<file path="config.mk">
export PLATFORM = sky130hd
export DESIGN_NAME = btn_stretch
export DESIGN_NICKNAME = d
export VERILOG_FILES = /design/src/rtl/btn_stretch_pkg.sv /design/src/rtl/btn_stretch_chan.sv /design/src/rtl/btn_stretch.sv
export SDC_FILE = /design/constraint.sdc
export NUM_CORES = 1
export LEC_CHECK = 0
export ABC_AREA = 0
export BUFFER_PORTS_ARGS = -buffer_cell sky130_fd_sc_hd__buf_4
export CORE_ASPECT_RATIO = 2
export CORE_UTILIZATION = 53
export DETAILED_ROUTE_END_ITERATION = 10
export PLACE_DENSITY = 0.72
export SLEW_MARGIN = 20
export SYNTH_ARGS = -nofsm -noshare
export SYNTH_HDL_FRONTEND = slang
export SYNTH_HIERARCHICAL = 1
export SYNTH_SLANG_ARGS = --single-unit
</file>
<file path="constraint.sdc">
create_clock -name Clk100M -period 2.64 [get_ports Clk100M]
set_clock_uncertainty 0.15 [all_clocks]
set_input_delay 0.132 -clock Clk100M [delete_from_list [all_inputs] [get_ports Clk100M]]
set_output_delay 0.132 -clock Clk100M [all_outputs]
set_load 0.01 [all_outputs]
</file>
<file path="src/rtl/btn_stretch_pkg.sv">
// Shared state encoding, default timing parameters and width helpers for btn_stretch.
package btn_stretch_pkg;

  typedef enum logic [1:0] {
    ST_IDLE = 2'd0,
    ST_HOLD = 2'd1,
    ST_GAP  = 2'd2
  } chan_state_e;

  localparam int unsigned DEF_HOLD_CYCLES = 10000000;
  localparam int unsigned DEF_GAP_CYCLES  = 5000000;
  localparam int unsigned DEF_MAX_PEND    = 7;

  function automatic int unsigned max_u(input int unsigned a, input int unsigned b);
    return (a > b) ? a : b;
  endfunction

  // Timer must hold the larger of the two reload values.
  function automatic int unsigned timer_width(input int unsigned hold_cycles,
                                              input int unsigned gap_cycles);
    return $clog2(max_u(hold_cycles, gap_cycles) + 1);
  endfunction

  function automatic int unsigned pend_width(input int unsigned max_pend);
    return $clog2(max_pend + 1);
  endfunction

endpackage

</file>
<file path="src/rtl/btn_stretch_chan.sv">
// One stretch channel: turns each blip into a HOLD_CYCLES high pulse plus GAP_CYCLES low,
// queueing blips that arrive while busy. Optional sticky overflow flag under BTN_STRETCH_OVF_EN.
module btn_stretch_chan
  import btn_stretch_pkg::*;
#(
  parameter int unsigned HOLD_CYCLES = DEF_HOLD_CYCLES,
  parameter int unsigned GAP_CYCLES  = DEF_GAP_CYCLES,
  parameter int unsigned MAX_PEND    = DEF_MAX_PEND
) (
  input  logic Clk100M,
  input  logic Rst,
  input  logic blip,
  output logic level,
  output logic busy
`ifdef BTN_STRETCH_OVF_EN
  ,
  output logic ovf
`endif
);

  localparam int unsigned TIMER_W = timer_width(HOLD_CYCLES, GAP_CYCLES);
  localparam int unsigned PEND_W  = pend_width(MAX_PEND);

  localparam logic [TIMER_W-1:0] HOLD_LOAD = TIMER_W'(HOLD_CYCLES - 1);
  localparam logic [TIMER_W-1:0] GAP_LOAD  = TIMER_W'(GAP_CYCLES - 1);
  localparam logic [PEND_W-1:0]  PEND_MAX  = PEND_W'(MAX_PEND);

  chan_state_e        r_state;
  chan_state_e        w_state_nx;
  logic [TIMER_W-1:0] r_timer;
  logic [TIMER_W-1:0] w_timer_nx;
  logic [PEND_W-1:0]  r_pend;
  logic [PEND_W-1:0]  w_pend_nx;
  logic               r_level;
  logic               w_level_nx;
  logic               r_busy;
  logic               w_busy_nx;
  logic               w_active;
  logic               w_timer_done;
  logic               w_pend_full;

  assign w_active     = (r_state != ST_IDLE);
  assign w_timer_done = (r_timer == '0);
  assign w_pend_full  = (r_pend == PEND_MAX);

  // State, timer and pend register
  always_ff @(posedge Clk100M) begin
    if (Rst) begin
      r_state <= ST_IDLE;
      r_timer <= '0;
      r_pend  <= '0;
      r_level <= 1'b0;
      r_busy  <= 1'b0;
    end else begin
      r_state <= w_state_nx;
      r_timer <= w_timer_nx;
      r_pend  <= w_pend_nx;
      r_level <= w_level_nx;
      r_busy  <= w_busy_nx;
    end
  end

  // Next-state, timer reload/countdown, queue update and registered-output precompute
  always_comb begin
    w_state_nx = r_state;
    w_timer_nx = r_timer;
    w_pend_nx  = r_pend;

    unique case (r_state)
      ST_IDLE: begin
        // A fresh blip takes priority; any queued blip then stays queued (net zero).
        if (blip) begin
          w_state_nx = ST_HOLD;
          w_timer_nx = HOLD_LOAD;
        end else if (r_pend != '0) begin
          w_state_nx = ST_HOLD;
          w_timer_nx = HOLD_LOAD;
          w_pend_nx  = r_pend - PEND_W'(1);
        end
      end
      ST_HOLD: begin
        if (w_timer_done) begin
          w_state_nx = ST_GAP;
          w_timer_nx = GAP_LOAD;
        end else begin
          w_timer_nx = r_timer - TIMER_W'(1);
        end
      end
      ST_GAP: begin
        if (w_timer_done) begin
          w_state_nx = ST_IDLE;
        end else begin
          w_timer_nx = r_timer - TIMER_W'(1);
        end
      end
      default: begin
        w_state_nx = ST_IDLE;
        w_timer_nx = '0;
        w_pend_nx  = '0;
      end
    endcase

    if (blip && w_active && !w_pend_full) begin
      w_pend_nx = r_pend + PEND_W'(1);
    end

    w_level_nx = (w_state_nx == ST_HOLD);
    w_busy_nx  = (w_state_nx != ST_IDLE) || (w_pend_nx != '0);
  end

  assign level = r_level;
  assign busy  = r_busy;

`ifdef BTN_STRETCH_OVF_EN
  logic r_ovf;
  logic w_ovf_set;

  assign w_ovf_set = blip && w_active && w_pend_full;

  // Sticky drop indicator, cleared only by reset
  always_ff @(posedge Clk100M) begin
    if (Rst) begin
      r_ovf <= 1'b0;
    end else if (w_ovf_set) begin
      r_ovf <= 1'b1;
    end
  end

  assign ovf = r_ovf;
`endif

endmodule

</file>
<file path="src/rtl/btn_stretch.sv">
// Two independent blip-to-level stretch channels (up/down).
// Define BTN_STRETCH_OVF_EN to expose sticky upOvf/downOvf drop flags.
module btn_stretch
  import btn_stretch_pkg::*;
#(
  parameter int unsigned HOLD_CYCLES = DEF_HOLD_CYCLES,
  parameter int unsigned GAP_CYCLES  = DEF_GAP_CYCLES,
  parameter int unsigned MAX_PEND    = DEF_MAX_PEND
) (
  input  logic Clk100M,
  input  logic Rst,
  input  logic upB,
  input  logic downB,
  output logic upL,
  output logic downL,
  output logic upBusy,
  output logic downBusy
`ifdef BTN_STRETCH_OVF_EN
  ,
  output logic upOvf,
  output logic downOvf
`endif
);

  btn_stretch_chan #(
    .HOLD_CYCLES (HOLD_CYCLES),
    .GAP_CYCLES  (GAP_CYCLES),
    .MAX_PEND    (MAX_PEND)
  ) u_up (
    .Clk100M (Clk100M),
    .Rst     (Rst),
    .blip    (upB),
    .level   (upL),
    .busy    (upBusy)
`ifdef BTN_STRETCH_OVF_EN
    ,
    .ovf     (upOvf)
`endif
  );

  btn_stretch_chan #(
    .HOLD_CYCLES (HOLD_CYCLES),
    .GAP_CYCLES  (GAP_CYCLES),
    .MAX_PEND    (MAX_PEND)
  ) u_down (
    .Clk100M (Clk100M),
    .Rst     (Rst),
    .blip    (downB),
    .level   (downL),
    .busy    (downBusy)
`ifdef BTN_STRETCH_OVF_EN
    ,
    .ovf     (downOvf)
`endif
  );

endmodule

</file>
======== Word level (Yosys, flattened, before mapping) ========
Cells that the tools add are included.
storage, ports and cells
  bits in registers ....................... 62
  output and inout port bits .............. 4
  logic and storage cells ................. 80
cells by class
  add/subtract/negate cells ............... 6
  equal/unequal tests ..................... 12
  mux-type cells .......................... 28
  reduce and logical (&&, ||, !) cells .... 24
operators by type and width
  cell                                                   count
  2-to-1 mux 24 bit                                      8
  one-hot mux 24 bit (3 select lines)                    2
  zero test 24 bit                                       2
  subtractor 24 x 1 -> 24 bit, second input constant     2
  2-to-1 mux 3 bit                                       6
  2-to-1 mux 2 bit                                       8
  one-hot mux 2 bit (3 select lines)                     2
  one-hot mux 3 bit (2 select lines)                     2
  nonzero test 3 bit                                     4
  == test 2 x 1 -> 1 bit, second input constant          4
  nonzero test 2 bit                                     4
  adder 3 x 1 -> 3 bit, second input constant            2
  == test 3 bit, second input constant                   2
  inequality test 3 x 2 -> 1 bit, second input constant  2
  subtractor 3 x 1 -> 3 bit, second input constant       2
  == test 2 bit, second input constant                   2
  logical AND 1 bit                                      4
  zero test 2 bit                                        2
  inequality test 2 bit, second input constant           2
  AND reduction 2 bit                                    2
  OR reduction 2 bit                                     2
  zero test 1 bit                                        2
  logical OR 1 bit                                       2

======== Depth between registers and ports, before layout ========
  depth after elaboration ................. 7
  gate-level depth with buffers ........... 10
  mapped depth without buffers ............ 8

======== Modules after synthesis ========
Netlist, hierarchy kept.
modules (own cells, without submodules)
  module                      instances  cells an instance  area each (um^2)  seq. area each (um^2)
  btn_stretch_chan at u_down  1          268                2193.4            620.6
  btn_stretch_chan at u_up    1          258                1998.2            620.6

======== Worst setup path after synthesis ========
OpenSTA, ideal clock, no wires.
  path type ............................... flip-flop to flip-flop
  start ................................... register u_up.r_timer[18]
  end ..................................... register u_up.r_level (netlist: u_up/level)
  data arrival time ....................... 2271 ps
  required time ........................... 2375 ps
  path slack .............................. 104 ps
  cell stages (with the launch flop) ...... 7
  buffers on the path ..................... 0
  period minus slack after synthesis ...... 2536 ps
  path through ............................ dfxtp_1 or4_4 or3_4 nor4_4 nor2_1 or4_1 and2_1
between the ends
  longest elaborated chain between the ends .. 4
ends and longest elaborated chain
  element                                 RTL line                                        RTL
  start, declared                         btn_stretch_chan.sv:30                          logic [TIMER_W-1:0] r_timer;
  start signal, assigned                  btn_stretch_chan.sv:56                          r_timer <= w_timer_nx;
  zero test 24 bit (*)                    btn_stretch_chan.sv:43                          assign w_timer_done = (r_timer == '0);
  2-to-1 mux 2 bit (on tied branches)     btn_stretch_chan.sv:90, btn_stretch_chan.sv:82
  one-hot mux 2 bit (3 select lines) (*)  btn_stretch_chan.sv:69                          unique case (r_state)
  == test 2 x 1 -> 1 bit (*)              btn_stretch_chan.sv:107                         w_level_nx = (w_state_nx == ST_HOLD);
  end signal, assigned                    btn_stretch_chan.sv:58                          r_level <= w_level_nx;
  end, declared                           btn_stretch_chan.sv:34                          logic r_level;
Mark *: on every way between the ends. The rest lies on a longest branch, timed or not.
A chain may end at the register's enable or synchronous reset.

======== Worst setup path after layout ========
Ends and elaborated chain as after synthesis.

==> metrics <==
Hold Path Class in2reg; largest net degree at the start of global routing 49; top cells by area, synth dfxtp_1 30%, ha_1 6.0%, nor2_1 4.9%; largest area contributor in the netlist dfxtp_1; total track usage approximately 34%; P_leak around 1.9 nW; CP Capture Point u_up/level; sequential area share after synthesis 29.6%; first-pass GRT wire length 21.3 mm; Switching Power 2.75 mW; initial antenna violation count 0; Logic pwr share 54.4%; post-CTS repair timing setup buffer count 0; VDD IR max 0.815 mV; CTS root buffer clkbuf_16; Worst Setup End Kind flip-flop; dpl cells 650; initial core utilization a little under three fifths; Layout Area Growth over Synthesis 18.9%; slew margin rel. between 30% and 40%; final hold vios 0; mean post-synth cell area between 7 and 8 sq um; area share of the largest cell type after synthesis 29.6%; Routed Antenna Nets 0; crit start category flip-flop; synth warn 6; die area between 0.008 and 0.009 sq mm; # DRC 0; cell breakdown of the critical path or4_4 -> or3_4 -> nor4_4 -> nor2_1 -> or4_4 -> and2_1; final core utilization between 60 and 70%; clk buf depth 2; Final Setup Violations 0; number of global-route vias before repair approximately 4,500; Flop pwr share roughly a quarter; Core ar. between 0.007 and 0.008 sq mm; Final GP Congestion 0.974; total number of vias 4,484; clock-pin slew on the worst setup and hold paths around 60 ps; Worst Path Required 2720 ps; Die Span X 64.9 microns; # diodes 0; Power Dens Cells ~1200 mW/mm^2; R2R cell count 6; Mapped Cells 526; post-synth cell types 72; Hold Buf Count CTS 0; final net count 591; Clk Latency, worst-skew pair 340 ps; worst-margin pin slew 916 ps; clock sinks 62; Period minus WS final 2580 ps; io pins 8; Reg-to-Reg End u_up/level; MaxCap Viol Count 0; CTS buffer count 9; Final Instance Area between 0.004 and 0.005 sq mm; largest incremental delay on the critical path around 550 ps; Finished Layout Cells 666; synthesized flop and latch total 62; num rows 45; start point of the critical path u_up/r_timer[18]; reg-to-reg startpoint u_up/r_timer[18]; Max Clk Rate between 300 and 400 MHz; hpwl dp 9.74 mm; CP max-delay cell or4_4; # fillers 658; Post-Syn Nets 550; total power 6.11 mW; Sw Ratio 44.9%; Arrival @ worst endpoint 2660 ps; 1st-pass router iterations 5; fraction of layout cells with a size suffix above 1 approximately 20%; Post-Route WL 13.4 mm; Tcrit/Tclk final between 90% and 100%; unrepaired setup endpoints after global routing true; EDFF count, synth 0; Crit Path Max Fanout 4; Post-synth ARST share 0%; H-tree levels 3; Post-synth top flop dfxtp_1; critical path's most frequent cell or4_4; Starting DRT DRC Count 336; Worst R2R Setup Slack just over 60 ps; WS Path Type reg2reg; Placed Area 0.00460 sq mm; GRT Residual Overflow 0; I/O Buffers 7; Clk pwr share 21.0%; WL/cell 20.1 microns; Die Y 128 microns; Post-Synthesis Cell Area 0.00419 sq mm; routed vias/inst just under 7; TritonCTS clock tree yes; Final Max Tran Viols 0; status finished clean; Int Pwr 3.37 mW
-- power groups by stage --
stage,Combinational [mW],Sequential [mW],Clock (mW)
floorplan,2.18,1.46,0
global placement,3.09,1.49,0
detailed placement,3.15,1.51,0
CTS,3.17,1.49,1.29
global route,3.59,1.53,1.32
finish,3.33,1.50,1.28
-- cells by family (layout without fill, tap and decap cells) --
family          count (synthesis)  after routing  synth area share [%]
xor+xnor                        7              7                  1.46
compound gates                160            160                  25.5
buf+inv                        48             94                  5.28
flops                          62             62                  29.6
simple gates                  227            227                  31.7
fa+ha+maj                      20             20                  5.97
mux                             2              2                 0.478
-- synthesized netlist by cell type, drive strengths merged (9+ instances only) --
master	number
a21oi	42
a31oi	22
buf	10
clkbuf	15
dfxtp	62
ha	20
inv	23
nand2	41
nand2b	9
nand3	17
nor2	55
nor3	24
nor4	16
o21ai	30
o31ai	10
or3	11
or4	15
-- worst max-delay path: cells and delay by family, from the launching register on --
family / cells / cell delay [ps]
and+or+nand+nor: 6 / 2010
DFF: 1 / 330
-- repair_timing --
item	CTS	global route
endpoints found under the setup margin	0	25
resized for setup	0	16
endpoints found under the hold margin	0	0
-- metal layers --
metal | share of wire [%] | wire length (microns) | track usage [%] | vias up
li1 | - | - | - | 2069
met1 | 33 | 4410 | 29.5 | 2144
met2 | 55 | 7330 | 64.0 | 195
met3 | 5.0 | 668 | 6.05 | 76
met4 | 7.4 | 997 | 27.8 | 0
met5 | 0 | 0 | 0 | -
-- layout by cell type, fill, tap and decap left out, drive strengths merged, types with 3 or more instances in the layout --
master | Yosys | routed
o311ai | 3 | 3
inv | 23 | 23
and2 | 5 | 5
nor2b | 3 | 3
nor4b | 6 | 6
nand2b | 9 | 9
ha | 20 | 20
a21oi | 42 | 42
o211ai | 5 | 5
nand3b | 3 | 3
or2 | 7 | 7
nand3 | 17 | 17
buf | 10 | 55
clkinv | 0 | 5
nor3 | 24 | 24
o21bai | 3 | 3
nand4 | 6 | 6
nor2 | 55 | 55
or3 | 11 | 11
a311oi | 3 | 3
o21ai | 30 | 30
a221oi | 3 | 3
a32o | 3 | 3
nand2 | 41 | 41
or4b | 3 | 3
o31ai | 10 | 10
a22oi | 3 | 3
a311o | 3 | 3
dfxtp | 62 | 62
or4 | 15 | 15
a211oi | 6 | 6
xnor2 | 5 | 5
nor4 | 16 | 16
a31oi | 22 | 22
clkbuf | 15 | 9
-- stage by stage --
stage          worst slack, ps  TNS (ps)  hold WS, ps
6_report                  62.1         0          114
5_1_grt                  -42.2     -62.1          150
4_1_cts                  0.315         0          132
3_5_place_dp              23.2         0          312
3_3_place_gp              78.0         0          309
2_1_floorplan              104         0          102
-- flip-flops by register name (all words and copies together), names as in the netlist --
register and cells:
u_down/r_timer 24, u_up/r_timer 24, u_down/r_pend 3, u_up/r_pend 3, u_down/r_state 2, u_up/r_state 2, u_down/busy 1, u_down/level 1
u_up/busy 1, u_up/level 1
-- worst min path at each step --
stage                          start                 to  slack, ps  depth (start not counted)
floorplan                        Rst  u_down/r_state[0]        100                          1
global placement    u_up/r_timer[10]   u_up/r_timer[10]        310                          2
detailed placement  u_up/r_timer[10]   u_up/r_timer[10]        310                          2
CTS                              Rst     u_up/r_pend[2]        130                          2
global route                     Rst     u_up/r_pend[1]        150                          2
finish                           Rst  u_down/r_timer[6]        110                          2
-- area by class of cell --
type / instances / area, sq um / area share [%]
timing repair buffer: 55 / 429 / 8.61
inverter: 23 / 86.3 / 1.73
tap: 94 / 118 / 2.36
multi-input combinational: 416 / 2790 / 56.1
sequential: 62 / 1240 / 24.9
clock buffer: 9 / 225 / 4.52
clock inverter: 7 / 88.8 / 1.78
(Power assumes the default switching activity.)
